### config.mk
export PLATFORM = sky130hd
export DESIGN_NAME = mem_arbiter
export DESIGN_NICKNAME = d
export VERILOG_FILES = /design/src/rtl/mem_arbiter.sv
export SDC_FILE = /design/constraint.sdc
export NUM_CORES = 1
export LEC_CHECK = 0
export ABC_AREA = 1
export BUFFER_PORTS_ARGS = -buffer_cell sky130_fd_sc_hd__buf_2
export CAP_MARGIN = 20
export CORE_MARGIN = 2
export CORE_UTILIZATION = 37
export DETAILED_ROUTE_END_ITERATION = 8
export PLACE_DENSITY = 0.86
export SLEW_MARGIN = 20
export SYNTH_ARGS = -nofsm -noshare
export SYNTH_HDL_FRONTEND = slang
export SYNTH_SLANG_ARGS = --single-unit
### constraint.sdc
create_clock -name clk -period 2.02 [get_ports clk]
set_input_delay 0.404 -clock clk [delete_from_list [all_inputs] [get_ports clk]]
set_output_delay 0.404 -clock clk [all_outputs]
set_load 0.01 [all_outputs]
### src/rtl/mem_arbiter.sv
// Arbiter sharing one single-port synchronous RAM between the CPU (priority)
// and a DMA/loader port, with a bounded-starvation turn for the DMA.
module mem_arbiter #(
   parameter int unsigned AW          = 9,
   parameter int unsigned DW          = 16,
   parameter int unsigned MAX_CPU_RUN = 4
) (
   input  logic          clk,
   input  logic          reset,
   input  logic [1:0]    cpu_mem_cmd,
   input  logic [AW-1:0] cpu_addr,
   input  logic [DW-1:0] cpu_wdata,
   output logic          cpu_wait,
   output logic [DW-1:0] cpu_rdata,
   input  logic          dma_req,
   input  logic          dma_we,
   input  logic [AW-1:0] dma_addr,
   input  logic [DW-1:0] dma_wdata,
   output logic          dma_gnt,
   output logic          dma_rvalid,
   output logic [DW-1:0] dma_rdata,
   output logic [AW-1:0] ram_addr,
   output logic          ram_we,
   output logic [DW-1:0] ram_wdata,
   input  logic [DW-1:0] ram_rdata
);

   localparam int unsigned CW = 4;

   typedef enum logic {
      CPU_PRI  = 1'b0,
      DMA_TURN = 1'b1
   } arb_state_t;

   typedef enum logic [1:0] {
      OWN_NONE = 2'd0,
      OWN_CPU  = 2'd1,
      OWN_DMA  = 2'd2
   } owner_t;

   arb_state_t    state, state_nxt;
   logic [CW-1:0] run_cnt, run_cnt_nxt;
   owner_t        rd_owner, rd_owner_nxt;
   logic [DW-1:0] cpu_rdata_hold;
   logic          cpu_req, cpu_rd, cpu_wr;
   logic          gnt_cpu, gnt_dma;

   // Grant decision; everything is forced idle while reset is held low.
   always_comb begin
      cpu_rd  = (cpu_mem_cmd == 2'b01);
      cpu_wr  = (cpu_mem_cmd == 2'b10);
      cpu_req = reset & (cpu_rd | cpu_wr);
      gnt_cpu = 1'b0;
      gnt_dma = 1'b0;
      if (reset) begin
         if (state == DMA_TURN && dma_req) gnt_dma = 1'b1;
         else if (cpu_req)                 gnt_cpu = 1'b1;
         else if (dma_req)                 gnt_dma = 1'b1;
      end
   end

   // Next arbitration state, starvation counter and read-return owner.
   always_comb begin
      state_nxt    = CPU_PRI;
      run_cnt_nxt  = '0;
      rd_owner_nxt = OWN_NONE;
      if (state == CPU_PRI && gnt_cpu && dma_req) begin
         run_cnt_nxt = run_cnt + CW'(1);
         if (run_cnt_nxt == CW'(MAX_CPU_RUN)) state_nxt = DMA_TURN;
      end
      if (gnt_cpu && cpu_rd)       rd_owner_nxt = OWN_CPU;
      else if (gnt_dma && !dma_we) rd_owner_nxt = OWN_DMA;
   end

   // RAM drive and requester-facing outputs.
   always_comb begin
      ram_addr  = '0;
      ram_wdata = '0;
      ram_we    = 1'b0;
      if (gnt_cpu) begin
         ram_addr  = cpu_addr;
         ram_wdata = cpu_wdata;
         ram_we    = cpu_wr;
      end else if (gnt_dma) begin
         ram_addr  = dma_addr;
         ram_wdata = dma_wdata;
         ram_we    = dma_we;
      end
      cpu_wait   = cpu_req & ~gnt_cpu;
      dma_gnt    = gnt_dma;
      cpu_rdata  = (rd_owner == OWN_CPU) ? ram_rdata : cpu_rdata_hold;
      dma_rvalid = (rd_owner == OWN_DMA);
      dma_rdata  = ram_rdata;
   end

   always_ff @(posedge clk or negedge reset) begin
      if (!reset) begin
         state          <= CPU_PRI;
         run_cnt        <= '0;
         rd_owner       <= OWN_NONE;
         cpu_rdata_hold <= '0;
      end else begin
         state    <= state_nxt;
         run_cnt  <= run_cnt_nxt;
         rd_owner <= rd_owner_nxt;
         if (rd_owner == OWN_CPU) cpu_rdata_hold <= ram_rdata;
      end
   end

endmodule

Word level (Yosys, flattened, before mapping)
Index checks and enable logic that the tools add are counted.

word-level totals
  bits in registers = 23
  logic and storage cells = 40

operators by class
  $add $sub $neg = 1
  equality and inequality tests = 5
  muxes and demuxes = 19
  bitwise operators = 5
  reduce and logical (&&, ||, !) cells = 6

operators with widths
  cell                                                             count
  16-bit two-way mux                                               3
  9-bit two-way mux                                                2
  1-bit two-way mux                                                11
  1-bit logical AND                                                5
  4-bit by 1-bit adder with 4-bit output, second input constant    1
  2-bit by 1-bit == test with 1-bit output, second input constant  2
  2-bit == test, second input constant                             2
  4-bit by 3-bit == test with 1-bit output, second input constant  1
  2-bit two-way mux                                                2
  4-bit two-way mux                                                1
  1-bit bitwise AND                                                2
  1-bit inverter                                                   2
  1-bit zero test                                                  1
  1-bit OR                                                         1

Depth between registers and ports, before layout
Gate-level depths: netlist of run 1.

  depth in word-level cells = 9
  depth in mapped cells = 9

Worst setup path after synthesis of run 1
No wires, ideal clock.

  path kind = input to output
  start point = input port cpu_mem_cmd[0]
  end point = output port ram_addr[0]
  data arrival time = 1.350 ns
  data required time = 1.616 ns
  slack = 0.266 ns
  stages = 8
  buffers on the path = 1
  cells stage by stage = inv_1 ha_1 inv_2 nand2_2 a21oi_4 buf_6 nand2_1 nand2_1

on the way
  cells in the longest elaborated chain, start to end = 8
  elaborated cells between the ends (all ways) = 12

ends and longest elaborated chain
  element                                                                    line    source
  from (decl)                                                                10      input logic [1:0] cpu_mem_cmd,
  2-bit by 1-bit == test with 1-bit output or 2-bit == test (tied branches)  50, 51
  1-bit OR *                                                                 52      cpu_req = reset & (cpu_rd | cpu_wr);
  1-bit bitwise AND *                                                        52
  1-bit two-way mux                                                          57      else if (cpu_req) gnt_cpu = 1'b1;
  1-bit two-way mux                                                          56      if (state == DMA_TURN && dma_req) gnt_dma = 1'b1;
  1-bit two-way mux                                                          55      if (reset) begin
  9-bit two-way mux                                                          84      end else if (gnt_dma) begin
  9-bit two-way mux *                                                        80      if (gnt_cpu) begin
  to (decl)                                                                  22      output logic [AW-1:0] ram_addr,

Every way passes the cells marked *; elsewhere a longest branch is shown, timed or not.

Worst setup path in the final report of run 1
  start point = input port cpu_mem_cmd[0]
  end point = output port ram_wdata[12]

on the way
  cells in the longest elaborated chain, start to end = 8
  elaborated cells between the ends (all ways) = 12

ends and longest elaborated chain
  element                                                                    line    source
  2-bit by 1-bit == test with 1-bit output or 2-bit == test (tied branches)  50, 51
  1-bit OR *                                                                 52
  1-bit bitwise AND *                                                        52
  1-bit two-way mux                                                          57
  1-bit two-way mux                                                          56
  1-bit two-way mux                                                          55
  16-bit two-way mux                                                         84
  16-bit two-way mux *                                                       80
  to (decl)                                                                  24      output logic [DW-1:0] ram_wdata,

Marks and branches as above.

==> results.toml, run 1 <==
[synthesis]
synthCells = 213
ys_types = 17
yosys_register_bits = 23
netlist.top_cell.by_area = "dfrtp_1"
synth_area_um2 = 1473
syn_area_per_cell_um2 = 6.914
synth_warnings = 0
yosysSeqAreaShare_pct = 39.08
yosys-top-cells-area = "dfrtp_1, nand2_1, buf_4"
synth_top_area_share_pct = 39.08
syn_nets = 289

[layout]
syn_to_final_growth_pct = 42.91
post-route-util_pct = 56.22
final_common_cell = "buf_2"
drive_above_1_share_pct = 45.15
most-common-layout-cells = "buf_2, nand2_1, dfrtp_1, nand3_1, inv_1"
finalNonFillerCells = 378
n_antenna_cell = 0
fin_nets = 407

[power_and_ir_drop]
leakagePower_nw = 1.375
ir_worst_vdd_v = 0.0003527
fin_total_pwr_mw = 1.338
power.density_nw_per_um2 = 635.6

[setup_path]
r2r-start = "rd_owner[1]"
crit_arrival_ns = 1.52
cp.required_ns = 1.62
path_cells = "buf_2 > inv_1 > ha_1 > inv_2 > nand2_2 > a21oi_4 > buf_4 > nand2_1 > nand2_1 > buf_2"
slowest_delay_ns = 0.29
crit_slowest_cell = "ha_1"
crit_type = "in -> out"
worstSetupEndpointType = "output pin"
startpoint = "cpu_mem_cmd[0]"
cp-start-kind = "input pin"
critPathMaxFanout = 10

[outcome]
run_status = "finished, final reports clean"

[sta]
rsz0062_at_grt = "true"
hold_violations = 0
max_freq_mhz = 520.8
min_period_ns = 1.920
skew_ns = 0.004251
slew_headroom_pct = 79.85
drv_slew = 0
period_share_pct = 95.05
worst_slew_pin_slew_ns = 0.3012
final-setup-viol-count = 0
setup_tns_ns = 0
finalWorstSetupSlack_ns = 0.09993

[drt]
dr.pass1.iters = 4
drt-wirelength-per-cell_um = 10.08
via_per_inst = 4.392
drc_errors = 0
antenna_left = 0
routed_wl_um = 3810
drtIter0Drc = 65
vias = 1660

[clocking]
h-tree-depth = 1
cts_buffer_depth = 2
post_cts_buffers = 0
clkLatencyLatePin_ns = 0.26
root_buffer = "clkbuf_8"
clkSlewWorstSetupHoldPaths_ns = 0.07
numCtsBuffers = 3
cts_sinks = 23
cts_tree = "done"

[floorplan]
die_w_um = 67.09
io_pins = 133
chipHeight_um = 67.09
start_util_pct = 39.34
row_count = 22
dieArea_um2 = 4501
core_um2 = 3744

[grt]
grt_max_degree = 28
grt_pass1_vias = 1474
grt_pass1_wl_um = 5906
antenna_found_initial = 0
overflow = 0
track_usage_pct = 16.88

[place]
dp.cells = 374
gp_congestion = 0.7884
hpwl_um = 3162
numPortBuffers = 132
place_ws_ns = 0.08769

[min_path]
hold_path.class = "in -> async"

[flow_run]
cap_violations = 0
## routing by layer
| metal | wire (um) | vias up | part of all wire (%) | track usage [%] |
|---|---|---|---|---|
| met5 | 0 | - | 0 | 0 |
| met3 | 210 | 4 | 5.5 | 3.885 |
| met1 | 1461 | 731 | 38 | 18.21 |
| met4 | 29 | 0 | 0.76 | 3.316 |
| li1 | - | 866 | - | - |
| met2 | 2108 | 59 | 55 | 32.92 |
## report_power, final
| part | internal, mW | switching, mW | total (mW) |
|---|---|---|---|
| registers | 0.548 | 0.0252 | 0.573 |
| logic | 0.213 | 0.282 | 0.494 |
| clock network | 0.140 | 0.130 | 0.271 |
## final cells by class
type,instances,area (um^2)
clock buffer,4,45.04
fill,393,1639
inverter,12,47.55
multi-input combinational,154,665.6
sequential,23,575.6
tap,48,60.06
timing repair buffer,137,710.7
## sequential cells by signal, summed over array words and instances, names as in the netlist
| name | cells |
|---|---|
| cpu_rdata_hold | 16 |
| run_cnt | 4 |
| rd_owner | 2 |
| state | 1 |
## through the flow
stage | hold slack (ns) | area, um^2
2_1_floorplan | 0.1084 | 1473
3_3_place_gp | 0.4474 | 2059
3_5_place_dp | 0.4533 | 2059
4_1_cts | 0.1743 | 2105
5_1_grt | 0.1758 | 2105
6_report | 0.1613 | 2105
## worst max-delay path, delay by kind of cell
family,cells,cell delay [ns]
fa+ha+maj,1,0.29
compound gates,1,0.15
buf+inv,5,0.50
simple gates,3,0.18
## cell usage after synthesis
| library cell | number |
|---|---|
| buf_6 | 4 |
| nor2_1 | 7 |
| inv_1 | 8 |
| nand4_1 | 1 |
| buf_4 | 16 |
| and2_1 | 1 |
| a21oi_4 | 1 |
| ha_1 | 4 |
| inv_2 | 3 |
| dfrtp_1 | 23 |
| nand3_1 | 18 |
| clkbuf_1 | 1 |
| buf_2 | 3 |
| a21oi_1 | 2 |
| nand2_2 | 4 |
| nand2_1 | 116 |
| inv_4 | 1 |
## path summary, 6_finish.rpt
| path | depth (start not counted) | slack [ns] | end |
|---|---|---|---|
| min reg2reg | 2 | 0.47 | cpu_rdata_hold[6] |
| max in group asynchronous | 2 | 1.64 | cpu_rdata_hold[4] |
| min in group clk | 2 | 0.31 | rd_owner[1] |
| max reg2reg | 4 | 0.96 | cpu_rdata_hold[2] |
| max | 10 | 0.1 | ram_wdata[12] |
| min | 2 | 0.16 | run_cnt[1] |
## cells by family after synthesis
family          synth area share, %
fa+ha+maj                     3.399
simple gates                  40.02
compound gates                1.785
flops                         39.08
buf+inv                       15.72
## repair_timing
action / CTS / global route
resized for setup: 0 / 0
endpoints found under the setup margin: 0 / 3
hold buffers: 0 / 0
No activity file was read; power rests on OpenSTA's default activity.
==> run 2, diff against run 1 <==
- CORE_MARGIN: 2 -> 4
==> run 2 against run 1 <==
Core utilization up 0.20 points. Highest routed layer unchanged. First-iteration DRC count is 1.5% lower. Critical endpoint is now ram_addr[3]. Critical path type unchanged. Sequential share of layout area decreased by 0.097 points. Largest cell class unchanged.
==> results.toml, run 2 (synthesis gave the netlist of run 1 again) <==
[setup_path]
crit_type = "in -> out"
crit_arrival_ns = 1.52
cp-start-kind = "input pin"
cp.required_ns = 1.62
worstSetupEndpointType = "output pin"
critPathMaxFanout = 18

[grt]
grt_pass1_vias = 1582
grt_pass1_wl_um = 6458
grt_max_degree = 28
antenna_found_initial = 0
track_usage_pct = 15.34
overflow = 0

[layout]
final_cell_area_um2 = 2112
multi_input_area_um2 = 670.6
top_regs = "cpu_rdata_hold x16, run_cnt x4, rd_owner x2"
final_common_cell = "buf_2"
most-common-layout-cells = "buf_2, nand2_1, dfrtp_1, nand3_1, inv_1"
regMostFlops = "cpu_rdata_hold"
fill_cells = 377
n_antenna_cell = 0
syn_to_final_growth_pct = 43.42
finalNonFillerCells = 377
largest_register_ffs = 16
drive_above_1_share_pct = 44.98
fin_nets = 406
seq_area_um2 = 575.6

[flow_run]
cap_violations = 0

[clocking]
clkLatencyLatePin_ns = 0.25
cts_buffer_depth = 2
cts_tree = "done"
post_cts_buffers = 0
root_buffer = "clkbuf_8"
cts_sinks = 23
numCtsBuffers = 3
clkSlewWorstSetupHoldPaths_ns = 0.07
cts_resized = 0
holdBufCountCts = 0
h-tree-depth = 1

[drt]
drt-wirelength-per-cell_um = 10.56
via_per_inst = 4.302
vias = 1622
drc_errors = 0
routed_wl_um = 3981
antenna_left = 0
drtIter0Drc = 64
dr.pass1.iters = 4

[sta]
final-setup-viol-count = 0
max_freq_mhz = 519.7
slew_headroom_pct = 78.80
worst_slew_pin_slew_ns = 0.3180
hold_violations = 0
finalWorstSetupSlack_ns = 0.09588
whs_ns = 0.1697
skew_ns = 0.001959
period_share_pct = 95.25
rsz0062_at_grt = "true"
drv_slew = 0
min_period_ns = 1.924

[floorplan]
dieArea_um2 = 5054
chipHeight_um = 71.09
die_w_um = 71.09
core_um2 = 3744
io_pins = 133
row_count = 22
start_util_pct = 39.34

[power_and_ir_drop]
swShare_pct = 32.44
ir_worst_vdd_v = 0.0003521
power.density_nw_per_um2 = 632.6
p_sw_mw = 0.4334
combPwrFrac_pct = 37.0
pwr-share-seq_pct = 42.9
leakagePower_nw = 1.375
power.share.clock_pct = 20.1
internal_power_mw = 0.9027

[place]
numPortBuffers = 132
place_ws_ns = 0.08846
dp.cells = 373
hpwl_um = 3332
placed_area_um2 = 2052
gp_congestion = 0.7467

[min_path]
hold_path.class = "in -> async"

[outcome]
run_status = "finished, final reports clean"
==> run 2: layout make-up <==
class	instances	share of cell area, %
clock buffer	4	2.133
inverter	12	2.251
multi-input combinational	154	31.75
sequential	23	27.25
tap	48	2.844
timing repair buffer	136	33.77
==> run 2: worst paths after layout <==
check | start | to | slack, ns | cells past startpoint
min reg2reg | cpu_rdata_hold[4] | cpu_rdata_hold[4] | 0.47 | 2
max reg2reg | rd_owner[1] | cpu_rdata_hold[1] | 0.92 | 4
min | reset | cpu_rdata_hold[12] | 0.17 | 2
min in group clk | dma_we | rd_owner[1] | 0.31 | 2
max | cpu_mem_cmd[0] | ram_addr[3] | 0.1 | 10
max in group asynchronous | reset | cpu_rdata_hold[2] | 1.63 | 2
==> run 2: critical path, stage by stage <==
cell and delay (ns):
buf_2 0.09, inv_1 0.04, ha_1 0.29, inv_2 0.07
nand2_2 0.07, a21oi_4 0.16, buf_12 0.16, nand2_1 0.06
nand2_1 0.05, buf_2 0.13
==> run 2: power groups by stage <==
stage               registers, mW  clock network (mW)  logic, mW
floorplan                   0.575                   0      0.274
global placement            0.578                   0      0.489
detailed placement          0.583                   0      0.499
CTS                         0.574               0.280      0.501
global route                0.582               0.298      0.558
finish                      0.574               0.268      0.495
==> run 2: routing by layer <==
metal / GRT usage, % / routed length, um
met4: 3.549 / 44
met5: 0 / 0
met1: 16.71 / 1428
met2: 30.59 / 2265
met3: 2.273 / 243
==> run 2: per-stage QoR <==
| step | util [%] | total power, mW | TNS (ns) |
|---|---|---|---|
| after global routing | 56.42 | 1.439 | -0.01566 |
| final | 56.42 | 1.336 | 0 |
| after global placement | 54.81 | 1.068 | 0 |
| after detailed placement | 54.81 | 1.083 | 0 |
| after CTS | 56.02 | 1.355 | 0 |
| after floorplan | - | 0.8487 | 0 |
